## config.mk

```make
export PLATFORM = sky130hd
export DESIGN_NAME = i2s_rx_master
export DESIGN_NICKNAME = d
export VERILOG_FILES = /design/src/rtl/i2s_pkg.sv /design/src/rtl/i2s_sck_gen.sv /design/src/rtl/i2s_rx_master.sv
export SDC_FILE = /design/constraint.sdc
export NUM_CORES = 1
export LEC_CHECK = 0
export CAP_MARGIN = 20
export CORE_MARGIN = 1
export CORE_UTILIZATION = 30
export CTS_CLUSTER_DIAMETER = 80
export DETAILED_ROUTE_END_ITERATION = 6
export GPL_TIMING_DRIVEN = 0
export SLEW_MARGIN = 20
export SYNTH_ARGS = -nofsm -noshare
export SYNTH_HDL_FRONTEND = slang
export SYNTH_SLANG_ARGS = --single-unit
export TNS_END_PERCENT = 1
```

## constraint.sdc

```tcl
create_clock -name clk -period 2.85 [get_ports clk]
set_clock_uncertainty 0.05 [all_clocks]
set_input_delay 0.57 -clock clk [delete_from_list [all_inputs] [get_ports clk]]
set_output_delay 0.57 -clock clk [all_outputs]
set_load 0.01 [all_outputs]
```

## src/rtl/i2s_pkg.sv

```systemverilog
// Shared I2S definitions used by the receiver, the decimation stage and the microphone model.
package i2s_pkg;

   localparam int DEFAULT_DATA_SIZE = 24;
   localparam int DEFAULT_SLOT_BITS = 32;

   typedef enum logic {
      CH_LEFT  = 1'b0,
      CH_RIGHT = 1'b1
   } i2s_channel_t;

endpackage : i2s_pkg

```

## src/rtl/i2s_sck_gen.sv

```systemverilog
// Bit-clock generator: divides clk into a registered SCK and flags the cycles in which it toggles.
module i2s_sck_gen
   import i2s_pkg::*;
#(
   parameter int SCK_HALF_DIV = 4
) (
   input  logic clk,
   input  logic rst_n,
   input  logic enable_i,
   output logic sck_o,
   output logic sck_rise_o,
   output logic sck_fall_o
);

   localparam int DW = (SCK_HALF_DIV > 1) ? $clog2(SCK_HALF_DIV) : 1;
   localparam logic [DW-1:0] TERMINAL = DW'(SCK_HALF_DIV - 1);

   logic [DW-1:0] divCnt_q;
   logic [DW-1:0] divCnt_d;
   logic          sck_q;
   logic          sck_d;
   logic          atTerminal;

   assign atTerminal = enable_i && (divCnt_q == TERMINAL);

   always_comb begin
      divCnt_d = divCnt_q + DW'(1);
      sck_d    = sck_q;
      if (!enable_i) begin
         divCnt_d = '0;
         sck_d    = 1'b0;
      end else if (atTerminal) begin
         divCnt_d = '0;
         sck_d    = ~sck_q;
      end
   end

   always_ff @(posedge clk or negedge rst_n) begin
      if (!rst_n) begin
         divCnt_q <= '0;
         sck_q    <= 1'b0;
      end else begin
         divCnt_q <= divCnt_d;
         sck_q    <= sck_d;
      end
   end

   // Strobes are high in the cycle whose closing clk edge moves SCK.
   assign sck_o      = sck_q;
   assign sck_rise_o = atTerminal && !sck_q;
   assign sck_fall_o = atTerminal &&  sck_q;

endmodule : i2s_sck_gen

```

## src/rtl/i2s_rx_master.sv

```systemverilog
// I2S master receiver: drives SCK/WS, deserialises SD (Philips framing) and emits one sample per frame.
module i2s_rx_master
   import i2s_pkg::*;
#(
   parameter int SCK_HALF_DIV = 4,
   parameter int SLOT_BITS    = DEFAULT_SLOT_BITS,
   parameter int DATA_SIZE    = DEFAULT_DATA_SIZE,
   parameter int CHANNEL      = 0
) (
   input  logic                 clk,
   input  logic                 rst_n,
   input  logic                 enable,
   input  logic                 i2s_sd,
   output logic                 i2s_sck,
   output logic                 i2s_ws,
   output logic                 ready,
   output logic [DATA_SIZE-1:0] audio_data
);

   localparam int FRAME_BITS = 2 * SLOT_BITS;
   localparam int FW         = $clog2(FRAME_BITS);
   localparam i2s_channel_t CH = (CHANNEL == 1) ? CH_RIGHT : CH_LEFT;
   localparam int SLOT_BASE  = (CH == CH_RIGHT) ? SLOT_BITS : 0;

   localparam logic [FW-1:0] FIRST_BIT  = FW'(SLOT_BASE + 1);
   localparam logic [FW-1:0] LAST_BIT   = FW'(SLOT_BASE + DATA_SIZE);
   localparam logic [FW-1:0] FRAME_LAST = FW'(FRAME_BITS - 1);
   localparam logic [FW-1:0] WS_HIGH_AT = FW'(SLOT_BITS);

   if (SCK_HALF_DIV < 2) begin : gBadDiv
      $error("i2s_rx_master: SCK_HALF_DIV must be >= 2");
   end
   if (DATA_SIZE < 2 || DATA_SIZE > SLOT_BITS - 1) begin : gBadSize
      $error("i2s_rx_master: DATA_SIZE must lie in 2..SLOT_BITS-1");
   end
   if (CHANNEL != 0 && CHANNEL != 1) begin : gBadChannel
      $error("i2s_rx_master: CHANNEL must be 0 or 1");
   end

   logic                 sck;
   logic                 sckRise;
   logic                 sckFall;
   logic [FW-1:0]        frameCnt_q;
   logic [FW-1:0]        frameCnt_d;
   logic                 ws_q;
   logic [DATA_SIZE-1:0] shift_q;
   logic                 wordDone_q;
   logic                 wordDone_d;
   logic                 inSlot;
   logic                 ready_q;
   logic [DATA_SIZE-1:0] audio_q;

   i2s_sck_gen #(
      .SCK_HALF_DIV(SCK_HALF_DIV)
   ) u_sck_gen (
      .clk       (clk),
      .rst_n     (rst_n),
      .enable_i  (enable),
      .sck_o     (sck),
      .sck_rise_o(sckRise),
      .sck_fall_o(sckFall)
   );

   always_comb begin
      frameCnt_d = (frameCnt_q == FRAME_LAST) ? '0 : frameCnt_q + FW'(1);
      inSlot     = (frameCnt_q >= FIRST_BIT) && (frameCnt_q <= LAST_BIT);
      wordDone_d = sckRise && (frameCnt_q == LAST_BIT);
   end

   // The LSB lands in shift_q on the SCK rising edge; the word is published one clk later.
   always_ff @(posedge clk or negedge rst_n) begin
      if (!rst_n) begin
         frameCnt_q <= '0;
         ws_q       <= 1'b0;
         shift_q    <= '0;
         wordDone_q <= 1'b0;
         ready_q    <= 1'b0;
         audio_q    <= '0;
      end else if (!enable) begin
         frameCnt_q <= '0;
         ws_q       <= 1'b0;
         shift_q    <= '0;
         wordDone_q <= 1'b0;
         ready_q    <= 1'b0;
      end else begin
         wordDone_q <= wordDone_d;
         ready_q    <= wordDone_q;
         if (wordDone_q) begin
            audio_q <= shift_q;
         end
         if (sckFall) begin
            frameCnt_q <= frameCnt_d;
            ws_q       <= (frameCnt_d >= WS_HIGH_AT);
         end
         if (sckRise && inSlot) begin
            shift_q <= {shift_q[DATA_SIZE-2:0], i2s_sd};
         end
      end
   end

   assign i2s_sck    = sck;
   assign i2s_ws     = ws_q;
   assign ready      = ready_q;
   assign audio_data = audio_q;

endmodule : i2s_rx_master

```

==> Word level (Yosys, flattened, before mapping) <==
Cells that the tools add are included.
{ "op_classes": {"n_addsub": 2, "magnitude_cmp": 3, "n_eq_ne": 6, "mux": 13, "bitwise": 1, "reduce_logical": 8} }
{ "ops": {"columns": ["cell", "count"], "rows": [
  ["2-to-1 mux 24 bit", 2],
  ["2-to-1 mux 6 bit", 3],
  ["adder 6 x 1 -> 6 bit (second input constant)", 1],
  ["== test 6 x 5 -> 1 bit (second input constant)", 1],
  ["== test 6 bit (second input constant)", 1],
  [">= comparator 6 x 1 -> 1 bit (second input constant)", 1],
  [">= comparator 6 bit (second input constant)", 1],
  ["<= comparator 6 x 5 -> 1 bit (second input constant)", 1],
  ["logical AND 1 bit", 6],
  ["2-to-1 mux 1 bit", 6],
  ["!= test 2 x 1 -> 1 bit (second input constant)", 3],
  ["2-to-1 mux 2 bit", 2],
  ["adder 2 x 1 -> 2 bit (second input constant)", 1],
  ["== test 2 bit (second input constant)", 1],
  ["AND reduction 2 bit", 1],
  ["logical NOT 1 bit", 1],
  ["inverter 1 bit", 1]
]} }
{ "totals": {"regBits": 60, "in_bits": 4, "output_inout_bits": 27, "wordCells": 41} }

==> Depth between registers and ports, before layout <==
Gate-level depths: netlist of the first run.
{ "depth": {"word_depth": 6, "mapped_depth": 7, "ltp_nobuf": 6} }

==> Hierarchy <==
A second synthesis of the first run with hierarchy kept.
{ "hier_totals": {"hier_cells": 197, "area_unflattened_um2": 2567.5} }
{ "modules_own_cells": {"columns": ["mod", "n_inst", "cells_each", "area_each_um2", "seq_area_each_um2"], "rows": [
  ["i2s_rx_master", 1, 186, 2432.3, 1426.4],
  ["i2s_sck_gen", 1, 11, 135.1, 75.1]
]} }

==> Worst setup path after synthesis of the first run <==
Ideal clock, no wire load.
{ "synth_timing": {"path_type": "register to register", "startpoint": "register frameCnt_q[0]", "endpoint": "register shift_q[4]", "setup_time_ps": 132, "arrival_ps": 1815, "setup_slack_ps": 853, "stages_incl_launch_ff": 7, "path_cell_list": "dfrtp_1 > ha_1 > or4b_4 > o221ai_4 > buf_6 > mux2i_1 > nor2_1"} }
{ "synth_via": {"elab_chain_len": 4} }
{ "synth_lines": {"columns": ["item", "line", "source"], "rows": [
  ["start: declaration", "i2s_rx_master.sv:43", "logic [FW-1:0] frameCnt_q;"],
  ["start signal: assignment", "i2s_rx_master.sv:92", "frameCnt_q <= frameCnt_d;"],
  [">= comparator 6 x 1 -> 1 bit / <= comparator 6 x 5 -> 1 bit (equally long branches)", "i2s_rx_master.sv:66", "inSlot = (frameCnt_q >= FIRST_BIT) && (frameCnt_q <= LAST_BIT);"],
  ["logical AND 1 bit *", "i2s_rx_master.sv:66", null],
  ["logical AND 1 bit *", "i2s_rx_master.sv:95", "if (sckRise && inSlot) begin"],
  ["!= test 2 x 1 -> 1 bit (no source line) *", null, null],
  ["end signal: assignment", "i2s_rx_master.sv:96", "shift_q <= {shift_q[DATA_SIZE-2:0], i2s_sd};"],
  ["end: declaration", "i2s_rx_master.sv:46", "logic [DATA_SIZE-1:0] shift_q;"]
]} }
Mark *: on every way between the ends. The rest lies on a longest branch, timed or not.
A chain may end at the register's enable or synchronous reset.

==> Final worst setup path of the first run <==
{ "layout_timing": {"startpoint": "register frameCnt_q[1]", "endpoint": "register shift_q[10]"} }
The elaborated chain is that of the path after synthesis.

==> results of run 1 <==
==> sequential cells by signal, summed over array words and instances, names as in the netlist <==
signal              flops
audio_data             24
shift_q                24
frameCnt_q              6
u_sck_gen.divCnt_q      2
i2s_ws                  1
ready                   1
u_sck_gen.sck_o         1
wordDone_q              1
==> layer usage <==
layer | vias up | routed length (um)
met5 | - | 0
met4 | 0 | 51
met3 | 6 | 157
met2 | 28 | 2000
met1 | 778 | 2180
li1 | 741 | -
==> power by group through the flow <==
stage	clock [mW]	combinational (mW)	sequential [mW]
6_report	0.675	0.0796	0.872
5_1_grt	0.745	0.0910	0.873
4_1_cts	0.703	0.0831	0.872
3_5_place_dp	0	0.0818	0.888
3_3_place_gp	0	0.0769	0.887
2_1_floorplan	0	0.0416	0.886
==> cell families after synthesis <==
kind of cell | Yosys count
muxes | 48
DFF | 60
and+or+nand+nor | 49
adders and majority gates | 5
buffers and inverters | 12
xor gates and xnor gates | 3
AOI/OAI and AO/OA | 13
==> cells in the final DEF (no fill, tap or decap), types with 2 or more instances in the layout <==
| cell | netlist | layout |
|---|---|---|
| mux2_2 | 24 | 24 |
| o21ai_0 | 3 | 3 |
| dfrtp_1 | 60 | 60 |
| clkdlybuf4s50_1 | 0 | 29 |
| nand2_1 | 5 | 5 |
| a21o_1 | 2 | 2 |
| a21oi_1 | 5 | 5 |
| clkbuf_1 | 6 | 7 |
| xnor2_1 | 2 | 2 |
| inv_1 | 4 | 4 |
| ha_1 | 5 | 5 |
| nor2_1 | 29 | 29 |
| nand3_1 | 5 | 5 |
| nor3_1 | 2 | 2 |
| mux2i_1 | 24 | 24 |
| buf_6 | 2 | 2 |
| clkbuf_8 | 0 | 12 |
==> worst paths after layout <==
check / slack (ps) / to / startpoint / cells past startpoint
worst min register to register: 390 / u_sck_gen.divCnt_q[0] / u_sck_gen.divCnt_q[0] / 1
min in group clk: 390 / u_sck_gen.divCnt_q[0] / u_sck_gen.divCnt_q[0] / 1
worst max-delay path: 660 / shift_q[10] / frameCnt_q[1] / 7
max in group asynchronous: 2180 / u_sck_gen.sck_o / rst_n / 2
worst min-delay path: 80 / audio_data[17] / rst_n / 1
worst max register to register: 660 / shift_q[10] / frameCnt_q[1] / 7
==> through the flow <==
step / TNS (ps) / hold WS (ps) / setup WS [ps] / util (%) / area (um^2)
detailed placement: 0 / 375 / 382 / 37.2 / 2940
finish: 0 / 78.9 / 662 / 39.5 / 3110
CTS: 0 / 73.6 / 651 / 39.5 / 3110
global route: 0 / 79.0 / 528 / 39.5 / 3110
floorplan: 0 / 224 / 853 / - / 2490
global placement: -46790 / 368 / -783 / 37.0 / 2920
==> worst max-delay path: cells and delay by family, from the launching register on <==
family | cells | cell delay [ps]
AOI/OAI and AO/OA | 1 | 330
adders and majority gates | 1 | 190
buffers and inverters | 2 | 330
DFF | 1 | 390
muxes | 1 | 210
and+or+nand+nor | 2 | 560
==> area by class of cell <==
| cell class | instances | area (um^2) | area share, % |
|---|---|---|---|
| Sequential cell | 60 | 1500 | 48.3 |
| Multi-Input combinational cell | 118 | 928 | 29.8 |
| Timing Repair Buffer | 31 | 318 | 10.2 |
| Clock buffer | 13 | 169 | 5.43 |
| Tap cell | 102 | 128 | 4.10 |
| Buffer | 8 | 45.0 | 1.45 |
| Inverter | 4 | 15.0 | 0.483 |
| Clock inverter | 1 | 7.51 | 0.241 |
==> results_dict.tcl, run 1 <==
set metrics [dict create \
    status "finished clean" \
    yosysTopAreaCellShare_pct 60.3 \
    grt_use_total_pct 11.5 \
    power.clock.fraction_pct 41.5 \
    clk_path_buf_depth 2 \
    setup.worst_path.end_class "register" \
    powerDensity_nw_per_um2 523 \
    path_cells "inv_1, ha_1, or4b_4, o221ai_4, buf_6, mux2i_1, nor2_1" \
    synth_ff_type "dfrtp_1" \
    path_clk_slew_ps 60 \
    core_area_um2 7890 \
    postCtsSetupBuffers 0 \
    power_mw 1.63 \
    die_h_um 93.1 \
    fill_cells 783 \
    synth_compound_area_share_pct 3.82 \
    place.port_buffers 30 \
    worstMarginPinSlew_ps 599 \
    grt_use_met1_pct 15.9 \
    synth_edf_count 0 \
    drtIter0Drc 63 \
    cp_slowest_stage_delay_ps 500 \
    grt_pass1_wl_mm 7.62 \
    cp_data_required_time_ps 3000 \
    cts-root-buf "clkbuf_8" \
    dpl.hpwl_mm 2.99 \
    met2_usage_pct 16.4 \
    drt_wl_total_mm 4.38 \
    cts.sinks 60 \
    synth_most_common_cell "dfrtp_1" \
    ys_types 27 \
    die_w_um 93.1 \
    die_area_um2 8670 \
    gr-usage-met3_pct 3.66 \
    layout-drive-gt1-share_pct 18.7 \
    instances_no_fill 337 \
    holdBufCountCts 0 \
    cap_violations 0 \
    yosysTopAreaCell "dfrtp_1" \
    n_antenna_cell 0 \
    seq_power_share_pct 53.6 \
    slew_viol_final 0 \
    grt_pass1_vias 1525 \
    ys_seq_elements 60 \
    io_pins 31 \
    cts_inserted_buffers 9 \
    place_inst 323 \
    htree_num_levels 3 \
    ys_top_cells_by_area "dfrtp_1, mux2_2, mux2i_1" \
    p_int_mw 1.27 \
    min_path_type "input pin to asynchronous set/reset pin" \
    p_sw_share_pct 21.8 \
    cts_resized 0 \
    min_period_ps 2190 \
    area_growth_pct 25.0 \
    vias 1553 \
    critPathMaxFanout 10 \
    wire_per_inst_um 13.0 \
    synthSimpleGateAreaFrac_pct 9.40 \
    grt_max_degree 39 \
    p_leak_nw 1.60 \
    syn_avg_cell_area_um2 13.1 \
    gp_congestion 0.798 \
    ir_worst_vdd_mv 0.211 \
    antenna_found_initial 0 \
    critPathArrivalTime_ps 2340 \
    finalSetupViolations 0 \
    startpoint_type "register" \
    post-route-drc-count 0 \
    relSlewSlack_pct 60.0 \
    async_flop_share_pct 100 \
    seq_area_frac_synth_pct 60.3 \
    synthAdderAreaFrac_pct 2.51 \
    num_rows 32 \
    via_per_inst 4.61 \
    grt-ovfl-total 0 \
    synthCells 190 \
    p_sw_mw 0.355 \
    synth-xor-area-share_pct 1.06 \
    hold_viol 0 \
    syn_area_um2 2490 \
    muxShareOfSynthArea_pct 20.5 \
    rsz0062_at_grt "false" \
    synth_top_family_by_area "multiplexers" \
    worstSkewPairLatency_ps 320 \
    grt.busiest_layer "met2" \
    max_freq_mhz 457 \
    p_comb_share_pct 4.9 \
    tritoncts "built" \
    synthTopCellsByCount "dfrtp_1, nor2_1, mux2_2, mux2i_1, clkbuf_1" \
    critical-path-slowest-cell "or4b_4" \
    yosys_warnings 0 \
    fin_crit_sh_pct 76.8 \
    ant_nets 0 \
    firstDrtPassIters 4 \
    initial_core_util_pct 31.6 \
    nets 241 \
    syn_nets 199 \
    timing_worst_setup_path_type "register to register" \
]
No activity file was read; power rests on OpenSTA's default activity.
==> run 2: changes to the inputs <==
Clock period 2.85 ns to 2.2 ns, I/O delays scaled along.
==> results_dict.tcl, run 2 (synthesized netlist as in run 1, its figures left out) <==
set metrics [dict create \
    status "finished clean" \
    firstDrtPassIters 4 \
    fin_util_pct 40.5 \
    area_growth_pct 28.2 \
    io_pins 31 \
    worstSkewPairLatency_ps 320 \
    ant_nets 0 \
    grt-ovfl-total 0 \
    ir_worst_vdd_mv 0.273 \
    wire_per_inst_um 13.2 \
    worstMarginPinSlew_ps 600 \
    antenna_found_initial 0 \
    slew_viol_final 0 \
    place_inst 323 \
    core_area_um2 7890 \
    finalSetupViolations 0 \
    min_path_type "register to register" \
    num_rows 32 \
    drtIter0Drc 46 \
    relSlewSlack_pct 60.0 \
    timing_worst_setup_path_type "register to register" \
    p_comb_share_pct 5.2 \
    min_period_ps 2110 \
    p_sw_mw 0.464 \
    final_cell_mix "dfrtp_1, nor2_1, clkdlybuf4s50_1" \
    fin_crit_sh_pct 95.8 \
    final_common_cell "dfrtp_1" \
    hold_viol 0 \
    cp_slowest_stage_delay_ps 490 \
    critical-path-top-delay-family "simple AND/OR/NAND/NOR gates" \
    path_cells "inv_1, ha_1, or4b_4, o221ai_4, buf_4, clkbuf_16, mux2i_1, nor2_1" \
    max_freq_mhz 474 \
    powerDensity_nw_per_um2 663 \
    post-route-drc-count 0 \
    cp_data_required_time_ps 2340 \
    p_int_mw 1.65 \
    via_per_inst 4.53 \
    vias 1560 \
    cts-root-buf "clkbuf_8" \
    critPathMaxFanout 5 \
    rrSetupSlack_ps 90 \
    die_h_um 93.1 \
    die_w_um 93.1 \
    grt_use_total_pct 11.5 \
    nets 248 \
    instances_no_fill 344 \
    dpl.hpwl_mm 2.99 \
    cts_inserted_buffers 9 \
    gp_congestion 0.798 \
    initial_core_util_pct 31.6 \
    p_leak_nw 1.64 \
    n_antenna_cell 0 \
    cap_violations 0 \
    grt_pass1_wl_mm 7.62 \
    critical-path-slowest-cell "or4b_4" \
    htree_num_levels 3 \
    seq_power_share_pct 53.4 \
    layout-drive-gt1-share_pct 20.7 \
    tritoncts "built" \
    path_clk_slew_ps 60 \
    critPathArrivalTime_ps 2250 \
    clk_path_buf_depth 2 \
    cp.buffers_inverters 3 \
    die_area_um2 8670 \
    drt_wl_total_mm 4.53 \
    grt_max_degree 39 \
    power.clock.fraction_pct 41.4 \
    startpoint_type "register" \
    setup.worst_path.end_class "register" \
    place.port_buffers 30 \
    grt_pass1_vias 1525 \
    cts.sinks 60 \
    p_sw_share_pct 21.9 \
]
[run 2: metrics by stage]
step,power (mW),cell area [um^2],hold slack [ps],setup TNS (ps),worst slack [ps]
2_1_floorplan,1.20,2490,94.4,0,203
3_3_place_gp,1.25,2920,368,-80580,-1300
3_5_place_dp,1.26,2940,305,-2390,-138
4_1_cts,2.15,3120,382,0,1.14
5_1_grt,2.22,3190,404,-7.57,-7.57
6_report,2.12,3190,388,0,92.3
[run 2: final timing paths]
| check | cells past startpoint | startpoint | end |
|---|---|---|---|
| setup / recovery | 8 | frameCnt_q[1] | shift_q[10] |
| hold / removal | 1 | u_sck_gen.divCnt_q[0] | u_sck_gen.divCnt_q[0] |
| setup reg to reg | 8 | frameCnt_q[1] | shift_q[10] |
| hold reg to reg | 1 | u_sck_gen.divCnt_q[0] | u_sck_gen.divCnt_q[0] |
| max in group asynchronous | 3 | rst_n | u_sck_gen.sck_o |
| min in group asynchronous | 2 | rst_n | audio_data[17] |
[run 2: routing by layer]
layer | track usage (%) | part of all wire (%) | up-vias
met1 | 15.9 | 50 | 767
met4 | 5.00 | 1.1 | 0
met2 | 16.4 | 46 | 31
li1 | - | - | 756
met5 | 0 | 0 | -
met3 | 3.66 | 3.4 | 6
[run 2: power groups by stage]
stage                     registers [mW]  clock network (mW)  logic (mW)
after detailed placement            1.15                   0       0.106
after CTS                           1.13               0.911       0.109
after floorplan                     1.15                   0      0.0538
after global placement              1.15                   0      0.0996
after global routing                1.13               0.965       0.124
final                               1.13               0.876       0.110
[run 2: timing repair]
action                                  in CTS  in global routing
endpoints found under the hold margin       22                  0
hold buffers                                 1                  0
endpoints found under the setup margin       0                 20
buffers inserted                             0                  5
gates resized for setup                      0                  2
[run 2: worst reg2reg max path, stage by stage (launching register included)]
cell and delay [ps]:
dfrtp_1 390, inv_1 100, ha_1 190, or4b_4 490, o221ai_4 150, buf_4 190, clkbuf_16 160, mux2i_1 200
nor2_1 60
[run 2: final cells by class]
cell class,instances,area (um^2)
clock buffers,13,169
plain buffers,8,52.6
well taps,102,128
fillers,773,4700
repair buffers,38,390
clock inverters,1,7.51
flip-flops and latches,60,1500
multi-input cells,118,928
inverters,4,15.0
